<file path="src/rtl/module_display_scan_pkg.sv">
// Shared types and constants for the four-digit display scanner.
package display_pkg;

  typedef enum logic [1:0] {
    SCAN_U = 2'd0,
    SCAN_D = 2'd1,
    SCAN_C = 2'd2,
    SCAN_M = 2'd3
  } scan_state_t;

  localparam logic [3:0] SEL_U = 4'b0001;
  localparam logic [3:0] SEL_D = 4'b0010;
  localparam logic [3:0] SEL_C = 4'b0100;
  localparam logic [3:0] SEL_M = 4'b1000;

  localparam int TICK_DIV_DEFAULT = 27000;

  // One-hot digit select for a scan state.
  function automatic logic [3:0] sel_code(input scan_state_t s);
    logic [3:0] code;
    code = SEL_U;
    case (s)
      SCAN_U:  code = SEL_U;
      SCAN_D:  code = SEL_D;
      SCAN_C:  code = SEL_C;
      SCAN_M:  code = SEL_M;
      default: code = SEL_U;
    endcase
    return code;
  endfunction

  // True when every nibble is a legal decimal digit.
  function automatic logic bcd_valid(input logic [15:0] v);
    return (v[3:0] <= 4'd9) && (v[7:4] <= 4'd9) &&
           (v[11:8] <= 4'd9) && (v[15:12] <= 4'd9);
  endfunction

  // Leading-zero test: the slot is dark when its digit and all more
  // significant digits are zero. Units always stays lit.
  function automatic logic blank_slot(input scan_state_t s, input logic [15:0] d);
    logic b;
    b = 1'b0;
    case (s)
      SCAN_M:  b = (d[15:12] == 4'd0);
      SCAN_C:  b = (d[15:8]  == 8'd0);
      SCAN_D:  b = (d[15:4]  == 12'd0);
      default: b = 1'b0;
    endcase
    return b;
  endfunction

endpackage

</file>
<file path="src/rtl/module_display_scan_tick_gen.sv">
// Prescaler: counts 0..DIV-1 and flags the last count as the scan tick.
module module_tick_gen #(
  parameter int DIV = display_pkg::TICK_DIV_DEFAULT
) (
  input  logic clk,
  input  logic rst_n,
  output logic tick_o
);

  localparam int W = (DIV > 1) ? $clog2(DIV) : 1;
  localparam logic [W-1:0] LAST = W'(DIV - 1);

  logic [W-1:0] cnt;

  // Free-running wrap counter, cleared by synchronous reset.
  always_ff @(posedge clk) begin
    if (!rst_n) begin
      cnt <= '0;
    end else if (cnt == LAST) begin
      cnt <= '0;
    end else begin
      cnt <= cnt + 1'b1;
    end
  end

  assign tick_o = (cnt == LAST);

endmodule

</file>
<file path="src/rtl/module_display_scan.sv">
// Four-digit multiplexed display scanner with validated BCD capture.
// Optional build macro: LEADING_ZERO_BLANK_EN (dark leading-zero slots).
//
// state  | meaning
// SCAN_U | units digit selected
// SCAN_D | tens digit selected
// SCAN_C | hundreds digit selected
// SCAN_M | thousands digit selected
module module_display_scan #(
  parameter int TICK_DIV = display_pkg::TICK_DIV_DEFAULT
) (
  input  logic        clk,
  input  logic        rst_n,
  input  logic [15:0] bcd_i,
  input  logic        load_i,
  output logic [3:0]  unidades,
  output logic [3:0]  decenas,
  output logic [3:0]  centenas,
  output logic [3:0]  millares,
  output logic [3:0]  sel,
  output logic        err_o
);

  import display_pkg::*;

  logic        tick;
  scan_state_t state_q, state_d;
  logic [15:0] digits_q, digits_d;
  logic [3:0]  sel_q, sel_d;
  logic        err_q, err_d;
  logic        bcd_ok;

  module_tick_gen #(.DIV(TICK_DIV)) u_tick (
    .clk    (clk),
    .rst_n  (rst_n),
    .tick_o (tick)
  );

  // State, digit, select and error registers.
  always_ff @(posedge clk) begin
    if (!rst_n) begin
      state_q  <= SCAN_U;
      digits_q <= 16'h0000;
      sel_q    <= SEL_U;
      err_q    <= 1'b0;
    end else begin
      state_q  <= state_d;
      digits_q <= digits_d;
      sel_q    <= sel_d;
      err_q    <= err_d;
    end
  end

  // Next state, capture and select; sel follows the post-edge state and
  // digits so a load and a tick in the same cycle land together.
  always_comb begin
    state_d = state_q;
    if (tick) begin
      case (state_q)
        SCAN_U:  state_d = SCAN_D;
        SCAN_D:  state_d = SCAN_C;
        SCAN_C:  state_d = SCAN_M;
        SCAN_M:  state_d = SCAN_U;
        default: state_d = SCAN_U;
      endcase
    end

    bcd_ok   = bcd_valid(bcd_i);
    digits_d = digits_q;
    if (load_i && bcd_ok) begin
      digits_d = bcd_i;
    end
    err_d = load_i && !bcd_ok;

    sel_d = sel_code(state_d);
`ifdef LEADING_ZERO_BLANK_EN
    if (blank_slot(state_d, digits_d)) begin
      sel_d = 4'b0000;
    end
`endif
  end

  assign unidades = digits_q[3:0];
  assign decenas  = digits_q[7:4];
  assign centenas = digits_q[11:8];
  assign millares = digits_q[15:12];
  assign sel      = sel_q;
  assign err_o    = err_q;

endmodule

</file>
<file path="config.mk">
export PLATFORM = sky130hd
export DESIGN_NAME = module_display_scan
export DESIGN_NICKNAME = d
export VERILOG_FILES = /design/src/rtl/module_display_scan_pkg.sv /design/src/rtl/module_display_scan_tick_gen.sv /design/src/rtl/module_display_scan.sv
export SDC_FILE = /design/constraint.sdc
export NUM_CORES = 1
export LEC_CHECK = 0
export BUFFER_PORTS_ARGS = -buffer_cell sky130_fd_sc_hd__buf_2
export CAP_MARGIN = 0
export CELL_PAD_IN_SITES_DETAIL_PLACEMENT = 0
export CELL_PAD_IN_SITES_GLOBAL_PLACEMENT = 1
export CORE_MARGIN = 2
export CORE_UTILIZATION = 42
export CTS_CLUSTER_SIZE = 28
export DETAILED_ROUTE_END_ITERATION = 6
export PLACE_DENSITY_LB_ADDON = 0.2
export RECOVER_POWER = 100
export SLEW_MARGIN = 5
export SYNTH_ARGS = -nofsm -noshare
export SYNTH_HDL_FRONTEND = slang
export SYNTH_HIERARCHICAL = 1
export SYNTH_SLANG_ARGS = --single-unit
</file>
<file path="constraint.sdc">
create_clock -name clk -period 3.75 [get_ports clk]
set_input_delay 0.375 -clock clk [delete_from_list [all_inputs] [get_ports clk]]
set_output_delay 0.375 -clock clk [all_outputs]
set_load 0.005 [all_outputs]
</file>
# Word level (Yosys, flattened, before mapping)
# Index checks and enable logic that the tools add are counted.
totals:
  reg_bits: 38
  latchBits: 0
  ram_bits: 0
  rom_bits: 0
  input_bits: 19
  out_inout_bits: 21
  elab_cells: 30
  memories: 0
classes:
  addsub: 1
  mul: 0
  n_div: 0
  order_cmp: 4
  eq_ne: 7
  n_shift: 0
  mux: 3
  n_bitwise: 1
  reduce_logical: 9
op_table:
  columns: ["cell", "n"]
  rows:
  - ["<= comparator 4 bit, second input constant", 4]
  - ["one-hot mux 4 bit (4 select lines)", 1]
  - ["adder 15 x 1 -> 15 bit, second input constant", 1]
  - ["equality test 15 bit, second input constant", 1]
  - ["equality test 2 bit, second input constant", 4]
  - ["one-hot mux 2 bit (4 select lines)", 1]
  - ["logical AND 1 bit", 5]
  - ["equality test 2 x 1 -> 1 bit, second input constant", 2]
  - ["logical NOT 2 bit", 2]
  - ["two-way mux 2 bit", 1]
  - ["OR reduction 2 bit", 1]
  - ["logical NOT 1 bit", 1]
  - ["inverter 1 bit", 1]

# Depth between registers and ports, before layout
# Gate-level depths: netlist of the first run.
logic_depth:
  word_depth: 6
  depth_mapped: 7
  depth_no_buf: 7

# Cells and area by module
# Netlist of the first run, hierarchy kept.
modules_own_cells:
  columns: ["module", "n_inst", "cells_per_inst", "area_per_inst_um2", "seq_area_each_um2"]
  rows:
  - ["module_display_scan", 1, 95, 907.1, 460.4]
  - ["module_tick_gen", 1, 75, 714.4, 300.3]

# Worst setup path after synthesis of the first run
# No wires, ideal clock.
synth_path:
  path_type: "register to register"
  startpoint: "register u_tick.cnt[2]"
  endpoint: "register sel_q[2], in the netlist sel[2]"
  setup_ps: 64
  arrival_ps: 1357
  slack_ps: 2329
  stages_incl_launch_ff: 8
  path_cell_list: "dfxtp_1 > and4_1 > buf_6 > and4b_1 > nand2_1 > xnor2_1 > nand2_1 > nor2_1"
synth_between:
  elab_chain_cells: 4
synth_lines:
  columns: ["item", "line_no", "rtl"]
  rows:
  - ["start, declared", "module_display_scan_tick_gen.sv:13", "logic [W-1:0] cnt;"]
  - ["start signal, assigned", "module_display_scan_tick_gen.sv:22", "cnt <= cnt + 1'b1;"]
  - ["equality test 15 bit (*)", "module_display_scan_tick_gen.sv:26", "assign tick_o = (cnt == LAST);"]
  - ["via tick", "module_display_scan.sv:26", "logic tick;"]
  - ["two-way mux 2 bit (*)", "module_display_scan.sv:58", "if (tick) begin"]
  - ["equality test 2 bit, or another cell as far along", "module_display_scan_pkg.sv:22", "case (s)"]
  - ["one-hot mux 4 bit (4 select lines) (*)", "module_display_scan_pkg.sv:22", null]
  - ["end signal, assigned", "module_display_scan.sv:49", "sel_q <= sel_d;"]
  - ["end, declared", "module_display_scan.sv:29", "logic [3:0] sel_q, sel_d;"]
# Mark *: on every way through the listed nets, which the timed path passes. The rest lies on a longest branch.
# A chain may end at the register's enable or synchronous reset.

# Worst setup path after layout of the first run
layout_path:
  startpoint: "input port rst_n"
  endpoint: "register u_tick.cnt[13]"
layout_between:
  elab_chain_cells: 2
layout_lines:
  columns: ["item", "line_no", "rtl"]
  rows:
  - ["start, declared", "module_display_scan.sv:13", "input logic rst_n,"]
  - ["inverter 1 bit (no line)", null, null]
  - ["OR reduction 2 bit (no line)", null, null]
# No other way between the ends.

==> results.py, run 1 <==
metrics = {
    "cts": {
        "cts.htree.levels": 2,
        "clkSinkCount": 38,
        "cts_hold_buf": 0,
        "post_cts.resized_instances": 0,
        "number_of_buffers_inserted_to_repair_setup_after_cts": 0,
        "tritoncts": "built",
        "cts.root.buffer_cell": "clkbuf_8",
        "cts_buffers": 5,
        "clk_transition_reported_paths_ns": 0.07,
        "clk-insertion-delay-late_ns": 0.29,
        "ctsLongestPathBuffers": 2,
    },
    "global_route": {
        "grt_start_max_net_pins": 39,
        "globalRouteMet2Util_pct": 25.50,
        "grt.busiest_layer": "met2",
        "first_global_vias": 1161,
        "globalRouteMet1Util_pct": 17.09,
        "grtUsageTotal_pct": 15.07,
        "gr-usage-met3_pct": 4.429,
        "grt-ovfl-total": 0,
        "number_of_antenna_violations_at_the_first_check_in_global_routing": 0,
        "grt_first_pass_wirelength_um": 4988,
    },
    "placement": {
        "finalWeightedCongestion": 0.7091,
        "place_inst": 249,
        "io_buffers": 39,
        "place_hpwl_um": 2188,
        "dpl_worst_slack_ns": 2.084,
    },
    "synth": {
        "synth.distinct_cells": 34,
        "synth_compound_area_share_pct": 3.704,
        "post_synth_instance_area_um2": 1622,
        "synth_top_cells_by_count": "39 x nand2_1, 38 x dfxtp_1, 16 x mux2i_1, 15 x nor2_1, 11 x xor2_1",
        "yosys_most_used_dff": "dfxtp_1",
        "most_instantiated_library_cell_after_synthesis": "nand2_1",
        "synth-simple-area-share_pct": 25.69,
        "mappedNetlistNets": 191,
        "seq_cells_post_synth": 38,
        "synth_top_family_by_area": "simple AND/OR/NAND/NOR gates",
        "synth_cells": 170,
        "top_cell_type_s_share_of_synthesized_area_pct": 46.91,
        "post_synthesis_adder_cell_area_fraction_pct": 1.543,
        "number_of_enable_type_register_cells_in_the_synthesized_netlist": 0,
        "ys_async_sr_fraction_pct": 0,
        "library_cell_occupying_the_most_area_in_the_post_synthesis_netlist": "dfxtp_1",
        "synthesis.area_per_instance_um2": 9.539,
        "synthesis.yosys.warnings": 6,
        "synthMuxAreaShare_pct": 9.877,
        "synth_area_leaders": "dfxtp_1 47%, mux2i_1 9.9%, nand2_1 9.0%",
        "synth-xor-area-share_pct": 7.022,
        "synth-seq-area-share_pct": 46.91,
    },
    "route": {
        "drt-vias-per-instance": 4.751,
        "drt-total-wl_um": 2911,
        "drt_iter0_markers": 35,
        "antenna_left": 0,
        "count_of_vias_placed_by_the_detailed_router": 1221,
        "dr.pass1.iters": 4,
        "route.detailed.drc": 0,
        "post_drt_wl_per_cell_um": 11.33,
    },
    "power": {
        "power.ir.vdd_worst_v": 0.0002332,
        "power_per_cell_area_nw_per_um2": 422.3,
        "static-leakage-power_nw": 0.8042,
    },
    "timing": {
        "report.final.slew_viol_count": 0,
        "min_period_over_period_pct": 54.67,
        "max_slew_margin_pct": 8.364,
        "sum_neg_setup_slack_ns": 0,
        "period_needed_ns": 2.050,
        "worst_slew_pin_slew_ns": 1.375,
        "fmax_mhz": 487.7,
        "setup_repair_after_global_routing_missed_its_margin": "no",
        "finalClockSkew_ns": 0.004788,
        "post-route-worst-setup-slack_ns": 1.700,
        "hold_viol": 0,
        "setup_viol_count_final": 0,
    },
    "layout": {
        "antennaDiodeCount": 0,
        "fin_cells": 257,
        "final_net_count": 229,
        "drive_above_1_share_pct": 22.01,
        "n_fill_cell": 378,
        "final_core_util_pct": 51.39,
        "layout.area.seq_um2": 760.7,
        "multi_input_gate_area_in_the_final_layout_um2": 768.2,
        "area_growth_syn_to_layout_pct": 16.90,
    },
    "setup_path": {
        "cp-end-kind": "flop",
        "cp.arrival_ns": 2.25,
        "worst_endpoint_required_time_ns": 3.95,
        "critical_path.startpoint_type": "primary input",
        "critical_path_class": "in -> reg",
        "worst-path-max-fanout": 38,
    },
    "die": {
        "chip_width_um": 66.14,
        "floorplan.die.height_um": 66.14,
        "floorplan.initialDensity_pct": 43.96,
        "core-area_um2": 3689,
        "io-pin-count": 40,
        "floorplan.die_area_um2": 4374,
        "floorplan.rows": 22,
    },
    "outcome": {
        "run_status": "complete, no violations",
    },
    "job": {
        "max-cap-violations": 0,
    },
    "hold_path": {
        "worstHoldPathType": "in -> reg",
    },
}
==> stage by stage <==
stage / power [mW] / cell area, um2 / hold slack, ns
final: 0.8005 / 1896 / 0.3284
after global routing: 0.8398 / 1896 / 0.3385
after CTS: 0.8145 / 1916 / 0.3233
after detailed placement: 0.4793 / 1807 / 0.4498
after global placement: 0.4774 / 1807 / 0.4350
after floorplan: 0.4595 / 1622 / 0.4209
==> power breakdown <==
| part | total [mW] | switching (mW) | internal (mW) |
|---|---|---|---|
| logic | 0.0502 | 0.0285 | 0.0217 |
| registers | 0.418 | 0.00564 | 0.412 |
| clock network | 0.333 | 0.137 | 0.196 |
| total | 0.801 | 0.171 | 0.629 |
==> area by class of cell <==
| cell class | count | area share [%] |
|---|---|---|
| Inverter | 4 | 0.7921 |
| Sequential cell | 38 | 40.13 |
| Clock inverter | 3 | 2.112 |
| Clock buffer | 5 | 3.630 |
| Tap cell | 48 | 3.168 |
| Multi-Input combinational cell | 120 | 40.53 |
| Timing Repair Buffer | 39 | 9.637 |
==> final timing paths <==
path | slack (ns) | to | cells after the start | startpoint
setup / recovery | 1.70 | u_tick/cnt[13] | 3 | rst_n
hold / removal | 0.33 | digits_q[0] | 3 | bcd_i[0]
setup reg to reg | 1.91 | u_tick/cnt[4] | 4 | u_tick/cnt[2]
hold reg to reg | 0.46 | digits_q[2] | 2 | digits_q[2]
==> per-layer routing <==
| metal | vias to the layer above | share of wire [%] |
|---|---|---|
| li1 | 641 | - |
| met4 | 0 | 1.5 |
| met5 | - | 0 |
| met2 | 31 | 49 |
| met3 | 4 | 5.4 |
| met1 | 545 | 44 |
==> cell usage in the layout (no fill, tap or decap), types with 3 or more instances in the layout <==
master,netlist,final
clkbuf_1,1,10
dfxtp_1,38,38
buf_2,1,29
inv_1,3,3
nand4_1,5,5
o21ai_0,3,3
nand2_1,39,39
nor2_1,15,15
nand3_1,4,4
mux2i_1,16,16
xor2_1,11,11
and3_1,3,3
clkbuf_8,0,5
o21ai_2,3,3
==> state kept, by name (all words and copies together), names as in the netlist <==
| register | flops |
|---|---|
| sel | 4 |
| state_q | 2 |
| u_tick/cnt | 15 |
| digits_q | 16 |
| err_o | 1 |
==> worst max-delay path, cell delays in order <==
cell and delay (ns):
clkbuf_1 0.98, nand2b_1 0.62, a21oi_1 0.27
==> logic make-up after synthesis <==
group / after synthesis
AOI/OAI and AO/OA: 9
xor gates and xnor gates: 13
adders and majority gates: 2
buffers and inverters: 12
DFF: 38
muxes: 16
and+or+nand+nor: 80
No activity file was read; power rests on OpenSTA's default activity.
==> run 2, diff against run 1 <==
ABC_AREA = 1   (was not set)
CORE_UTILIZATION = 38   (was 42)
clock period = 1.94 ns   (was 3.75 ns; I/O delays follow)
==> run 2 against run 1 <==
Total power is 90% higher. Sequential power is 95% higher. Critical endpoint is now digits_q[3]. Register-to-register slack worse by 1.6 ns. Area after synthesis is 17% higher. Largest cell class unchanged. Cell count is 50% higher. Design area is 15% higher.
==> results.py, run 2 <==
metrics = {
    "placement": {
        "place_hpwl_um": 3066,
        "dpl-instance-area_um2": 2131,
        "dpl_worst_slack_ns": 0.2801,
        "place_inst": 377,
        "io_buffers": 39,
        "finalWeightedCongestion": 0.8041,
    },
    "synth": {
        "ys_async_sr_fraction_pct": 0,
        "number_of_enable_type_register_cells_in_the_synthesized_netlist": 0,
        "top_cell_type_s_share_of_synthesized_area_pct": 40.11,
        "post_synth_instance_area_um2": 1897,
        "synth_area_leaders": "dfxtp_1 40%, nand2_1 11%, nor2_1 10%",
        "seq_cells_post_synth": 38,
        "synth-seq-area-share_pct": 40.11,
        "synth.distinct_cells": 25,
        "mappedNetlistNets": 299,
        "most_instantiated_library_cell_after_synthesis": "nand2_1",
        "synth_cells": 278,
        "library_cell_occupying_the_most_area_in_the_post_synthesis_netlist": "dfxtp_1",
        "synthesis.yosys.warnings": 6,
        "synthesis.area_per_instance_um2": 6.823,
        "synth_top_cells_by_count": "58 x nand2_1, 53 x nor2_1, 38 x dfxtp_1, 37 x inv_1, 26 x nand3_1",
        "yosys_most_used_dff": "dfxtp_1",
    },
    "job": {
        "max-cap-violations": 0,
    },
    "die": {
        "floorplan.die_area_um2": 5573,
        "floorplan.rows": 25,
        "io-pin-count": 40,
        "floorplan.initialDensity_pct": 39.89,
        "floorplan.die.height_um": 74.65,
        "core-area_um2": 4755,
        "chip_width_um": 74.65,
    },
    "timing": {
        "max_slew_margin_pct": 58.19,
        "report.final.slew_viol_count": 0,
        "hold_viol": 0,
        "period_needed_ns": 1.693,
        "sum_neg_setup_slack_ns": 0,
        "fmax_mhz": 590.5,
        "setup_repair_after_global_routing_missed_its_margin": "no",
        "setup_viol_count_final": 0,
        "min_period_over_period_pct": 87.29,
        "finalClockSkew_ns": 0.005780,
        "post-route-worst-setup-slack_ns": 0.2466,
        "worst_slew_pin_slew_ns": 0.6249,
    },
    "power": {
        "power_per_cell_area_nw_per_um2": 700.0,
        "total_power_mw": 1.520,
        "static-leakage-power_nw": 0.9726,
        "power.ir.vdd_worst_v": 0.0002702,
    },
    "global_route": {
        "grt_start_max_net_pins": 34,
        "grt-ovfl-total": 0,
        "first_global_vias": 1572,
        "grt_first_pass_wirelength_um": 6906,
        "number_of_antenna_violations_at_the_first_check_in_global_routing": 0,
        "grtUsageTotal_pct": 16.04,
    },
    "setup_path": {
        "critical_path_class": "in -> reg",
        "worst_endpoint_required_time_ns": 2.12,
        "worst-path-max-fanout": 23,
        "crit_buf_inv": 2,
        "cp.arrival_ns": 1.87,
        "worstPathCellList": "buf_2, o21ai_0, nand2_1, nor2_1, clkbuf_2, nand3_1, nand2_1, nor2_1",
        "worst_path_largest_cell_delay_ns": 0.49,
        "critical_path.startpoint_type": "primary input",
        "cp-end-kind": "flop",
        "crit_slowest_cell": "nor2_1",
        "critPathTopFamily": "simple AND/OR/NAND/NOR gates",
    },
    "cts": {
        "clk_transition_reported_paths_ns": 0.08,
        "ctsLongestPathBuffers": 2,
        "cts.root.buffer_cell": "clkbuf_8",
        "post_cts.resized_instances": 0,
        "tritoncts": "built",
        "cts_buffers": 5,
        "clkSinkCount": 38,
        "cts.htree.levels": 2,
        "cts_hold_buf": 0,
        "clk-insertion-delay-late_ns": 0.28,
        "number_of_buffers_inserted_to_repair_setup_after_cts": 0,
    },
    "layout": {
        "layout.area.seq_um2": 760.7,
        "n_fill_cell": 577,
        "area_growth_syn_to_layout_pct": 14.51,
        "drive_above_1_share_pct": 16.04,
        "final_net_count": 338,
        "fin_cells": 385,
        "largest_register": "digits_q",
        "max_reg_flops": 16,
        "antennaDiodeCount": 0,
        "most-common-layout-cells": "59 x nand2_1, 54 x nor2_1, 38 x dfxtp_1",
        "final_common_cell": "nand2_1",
        "multi_input_gate_area_in_the_final_layout_um2": 879.6,
        "finalInstanceArea_um2": 2172,
    },
    "route": {
        "drt-vias-per-instance": 4.522,
        "post_drt_wl_per_cell_um": 10.59,
        "drt_iter0_markers": 55,
        "dr.pass1.iters": 4,
        "route.detailed.drc": 0,
        "drt-total-wl_um": 4078,
        "antenna_left": 0,
        "count_of_vias_placed_by_the_detailed_router": 1741,
    },
    "hold_path": {
        "worstHoldPathType": "in -> reg",
    },
    "outcome": {
        "run_status": "complete, no violations",
    },
}
-- run 2: changes by cell type in the layout (fill, tap and decap cells not counted), sizes merged, moves of 7 or more --
cell,delta
a21oi,+19
inv,+35
mux2i,-16
nand2,+23
nand3,+22
nor2,+43
xor2,-7
-- run 2: stage by stage --
| step | hold WS (ns) | util, % |
|---|---|---|
| floorplan | 0.3329 | - |
| global placement | 0.4407 | 44.82 |
| detailed placement | 0.4434 | 44.82 |
| CTS | 0.2129 | 46.82 |
| global route | 0.2491 | 45.68 |
| finish | 0.2193 | 45.68 |
-- run 2: logic make-up (layout without fill, tap and decap cells) --
logic type / Yosys count / count (layout) / share of synthesized area, %
adder cells (fa/ha/maj): 2 / 2 / 1.319
XOR/XNOR: 6 / 6 / 2.770
flip-flops: 38 / 38 / 40.11
buffers and inverters: 49 / 89 / 12.14
AND/OR/NAND/NOR: 157 / 157 / 36.02
AO/OA/AOI/OAI: 26 / 26 / 7.651
-- run 2: final cells by class --
class | count | area share (%)
multi-input combinational | 191 | 40.50
inverter | 38 | 6.567
clock inverter | 2 | 0.5760
sequential | 38 | 35.02
tap | 67 | 3.859
timing repair buffer | 43 | 9.677
clock buffer | 6 | 3.802
-- run 2: path summary, 6_finish.rpt --
path | from | to | slack (ns) | depth (start not counted)
worst max-delay path | bcd_i[13] | digits_q[3] | 0.25 | 8
worst min-delay path | bcd_i[12] | digits_q[12] | 0.22 | 5
worst max register to register | u_tick/cnt[1] | sel[0] | 0.29 | 9
worst min register to register | state_q[1] | sel[1] | 0.46 | 1
-- run 2: tightest hold or removal path: cells and delay by family --
kind | cells | cell delay [ns]
simple gates | 3 | 0.18
buf+inv | 2 | 0.10
-- run 2: report_power, final --
group / total, mW / switching (mW) / internal [mW]
clock: 0.563 / 0.277 / 0.286
combinational: 0.141 / 0.0851 / 0.0562
sequential: 0.816 / 0.0141 / 0.802
total: 1.52 / 0.377 / 1.14
-- run 2: routing by layer --
metal	wire (um)	vias up	track usage, %
met2	1912	31	27.14
met5	0	-	0
met1	1915	768	20.45
met4	72	0	5.159
li1	-	936	-
met3	178	6	3.481
==> run 3, diff against run 2 <==
CORE_ASPECT_RATIO = 1.1   (was not set)
==> run 3 against run 2 <==
First-iteration DRC count rose by 7.3%. Fmax is 2.8% higher. Design area rose by 1.3%. Total power rose by 16%. Clock power is 45% higher. Sequential power is essentially flat. Largest power group unchanged.
==> results.py, run 3 (synthesized netlist as in run 2, its figures left out) <==
metrics = {
    "setup_path": {
        "reg2reg_slack_ns": 0.29,
        "reg2reg_from": "u_tick/cnt[1]",
        "worst-path-max-fanout": 4,
        "cp.arrival_ns": 1.84,
        "worstPathCellList": "ha_1, nand2_1, inv_1, nand2_1, nor3_1, xor2_1, nand2_1, inv_1, nor2_1",
        "critical_path.startpoint_type": "flop",
        "critical_path_class": "reg -> reg",
        "cp-end-kind": "flop",
        "crit_slowest_cell": "dfxtp_1",
        "worst_endpoint_required_time_ns": 2.13,
        "worst_r2r_endpoint": "sel[0]",
        "worst_path_largest_cell_delay_ns": 0.39,
        "r2r_cells": 9,
        "cp_common_cell": "nand2_1",
    },
    "layout": {
        "largest_register": "digits_q",
        "antennaDiodeCount": 0,
        "layout.area.seq_um2": 760.7,
        "drive_above_1_share_pct": 17.03,
        "final_common_cell": "nand2_1",
        "max_reg_flops": 16,
        "area_growth_syn_to_layout_pct": 16.03,
        "final_net_count": 337,
        "multi_input_gate_area_in_the_final_layout_um2": 883.3,
        "n_fill_cell": 532,
        "most-common-layout-cells": "59 x nand2_1, 54 x nor2_1, 38 x dfxtp_1",
    },
    "route": {
        "drt-vias-per-instance": 4.735,
        "dr.pass1.iters": 4,
        "count_of_vias_placed_by_the_detailed_router": 1766,
        "route.detailed.drc": 0,
        "drt_iter0_markers": 59,
        "post_drt_wl_per_cell_um": 11.19,
        "antenna_left": 0,
        "drt-total-wl_um": 4174,
    },
    "global_route": {
        "number_of_antenna_violations_at_the_first_check_in_global_routing": 0,
        "first_global_vias": 1656,
        "grt_first_pass_wirelength_um": 7051,
        "grt-ovfl-total": 0,
        "grt_start_max_net_pins": 34,
        "grtUsageTotal_pct": 15.72,
    },
    "power": {
        "power_per_cell_area_nw_per_um2": 804.0,
        "total_power_mw": 1.769,
        "static-leakage-power_nw": 1.004,
        "power.ir.vdd_worst_v": 0.0005909,
    },
    "cts": {
        "post_cts.resized_instances": 0,
        "cts.root.buffer_cell": "clkbuf_8",
        "cts_hold_buf": 0,
        "clkSinkCount": 38,
        "cts.htree.levels": 2,
        "tritoncts": "built",
        "cts_buffers": 5,
        "clk-insertion-delay-late_ns": 0.29,
        "clk_transition_reported_paths_ns": 0.08,
        "number_of_buffers_inserted_to_repair_setup_after_cts": 0,
        "ctsLongestPathBuffers": 2,
    },
    "timing": {
        "setup_repair_after_global_routing_missed_its_margin": "no",
        "fmax_mhz": 606.9,
        "min_period_over_period_pct": 84.94,
        "max_slew_margin_pct": 62.53,
        "hold_viol": 0,
        "setup_viol_count_final": 0,
        "worst_slew_pin_slew_ns": 0.5599,
        "report.final.slew_viol_count": 0,
        "finalClockSkew_ns": 0.004365,
        "period_needed_ns": 1.648,
        "sum_neg_setup_slack_ns": 0,
    },
    "hold_path": {
        "hold_path_startpoint": "bcd_i[8]",
        "worstHoldPathType": "in -> reg",
        "worstHoldPathCells": 5,
        "hold-path-endpoint": "digits_q[8]",
    },
    "die": {
        "floorplan.die.height_um": 78.10,
        "floorplan.rows": 26,
        "floorplan.die_area_um2": 5574,
        "chip_width_um": 71.37,
        "io-pin-count": 40,
        "floorplan.initialDensity_pct": 40.21,
        "core-area_um2": 4717,
    },
    "placement": {
        "io_buffers": 39,
        "finalWeightedCongestion": 0.7906,
        "place_hpwl_um": 3047,
    },
    "job": {
        "max-cap-violations": 0,
    },
    "outcome": {
        "run_status": "complete, no violations",
    },
}
run 3: worst max-delay path by stage:
stage                       start     endpoint  slack [ns]  cells past startpoint
floorplan           u_tick/cnt[0]       sel[0]        0.40                      9
global placement    u_tick/cnt[1]       sel[0]        0.32                      9
detailed placement  u_tick/cnt[1]       sel[0]        0.26                      9
CTS                 u_tick/cnt[1]       sel[0]        0.25                      9
global route            bcd_i[13]  digits_q[5]        0.04                      8
finish              u_tick/cnt[1]       sel[0]        0.29                      9
run 3: metal layers:
layer / share of wire (%) / wire length [um] / track usage (%)
met1: 46 / 1907 / 18.20
met2: 47 / 1949 / 26.39
met3: 5.3 / 220 / 4.108
met4: 2.3 / 95 / 8.113
met5: 0 / 0 / 0
run 3: area by class of cell:
class,instances,area share [%]
inverters,38,6.481
clock buffers,5,3.127
well taps,56,3.184
flip-flops and latches,38,34.57
multi-input cells,191,40.14
clock inverters,3,3.127
repair buffers,42,9.380
run 3: metrics by stage:
stage / setup slack (ns) / utilization [%] / std cells / instance area (um2) / hold slack [ns]
after CTS: 0.2507 / 47.64 / 373 / 2247 / 0.2055
after global placement: 0.3248 / 44.72 / 365 / 2110 / 0.4405
after detailed placement: 0.2591 / 44.72 / 365 / 2110 / 0.4496
final: 0.2922 / 46.66 / 373 / 2201 / 0.2154
after floorplan: 0.4007 / - / 278 / 1897 / 0.3329
after global routing: 0.03737 / 46.66 / 373 / 2201 / 0.2350
run 3: power by group:
group	switching, mW	leakage (nW)	internal (mW)
Combinational	0.0835	0.628	0.0556
Clock	0.300	0.0683	0.515
Sequential	0.0137	0.308	0.802
run 3: worst max-delay path, delay by kind of cell, from the launching register on:
| family | cells | cell delay, ns |
|---|---|---|
| simple gates | 5 | 0.56 |
| buf+inv | 2 | 0.16 |
| fa+ha+maj | 1 | 0.22 |
| flops | 1 | 0.39 |
| xor+xnor | 1 | 0.21 |
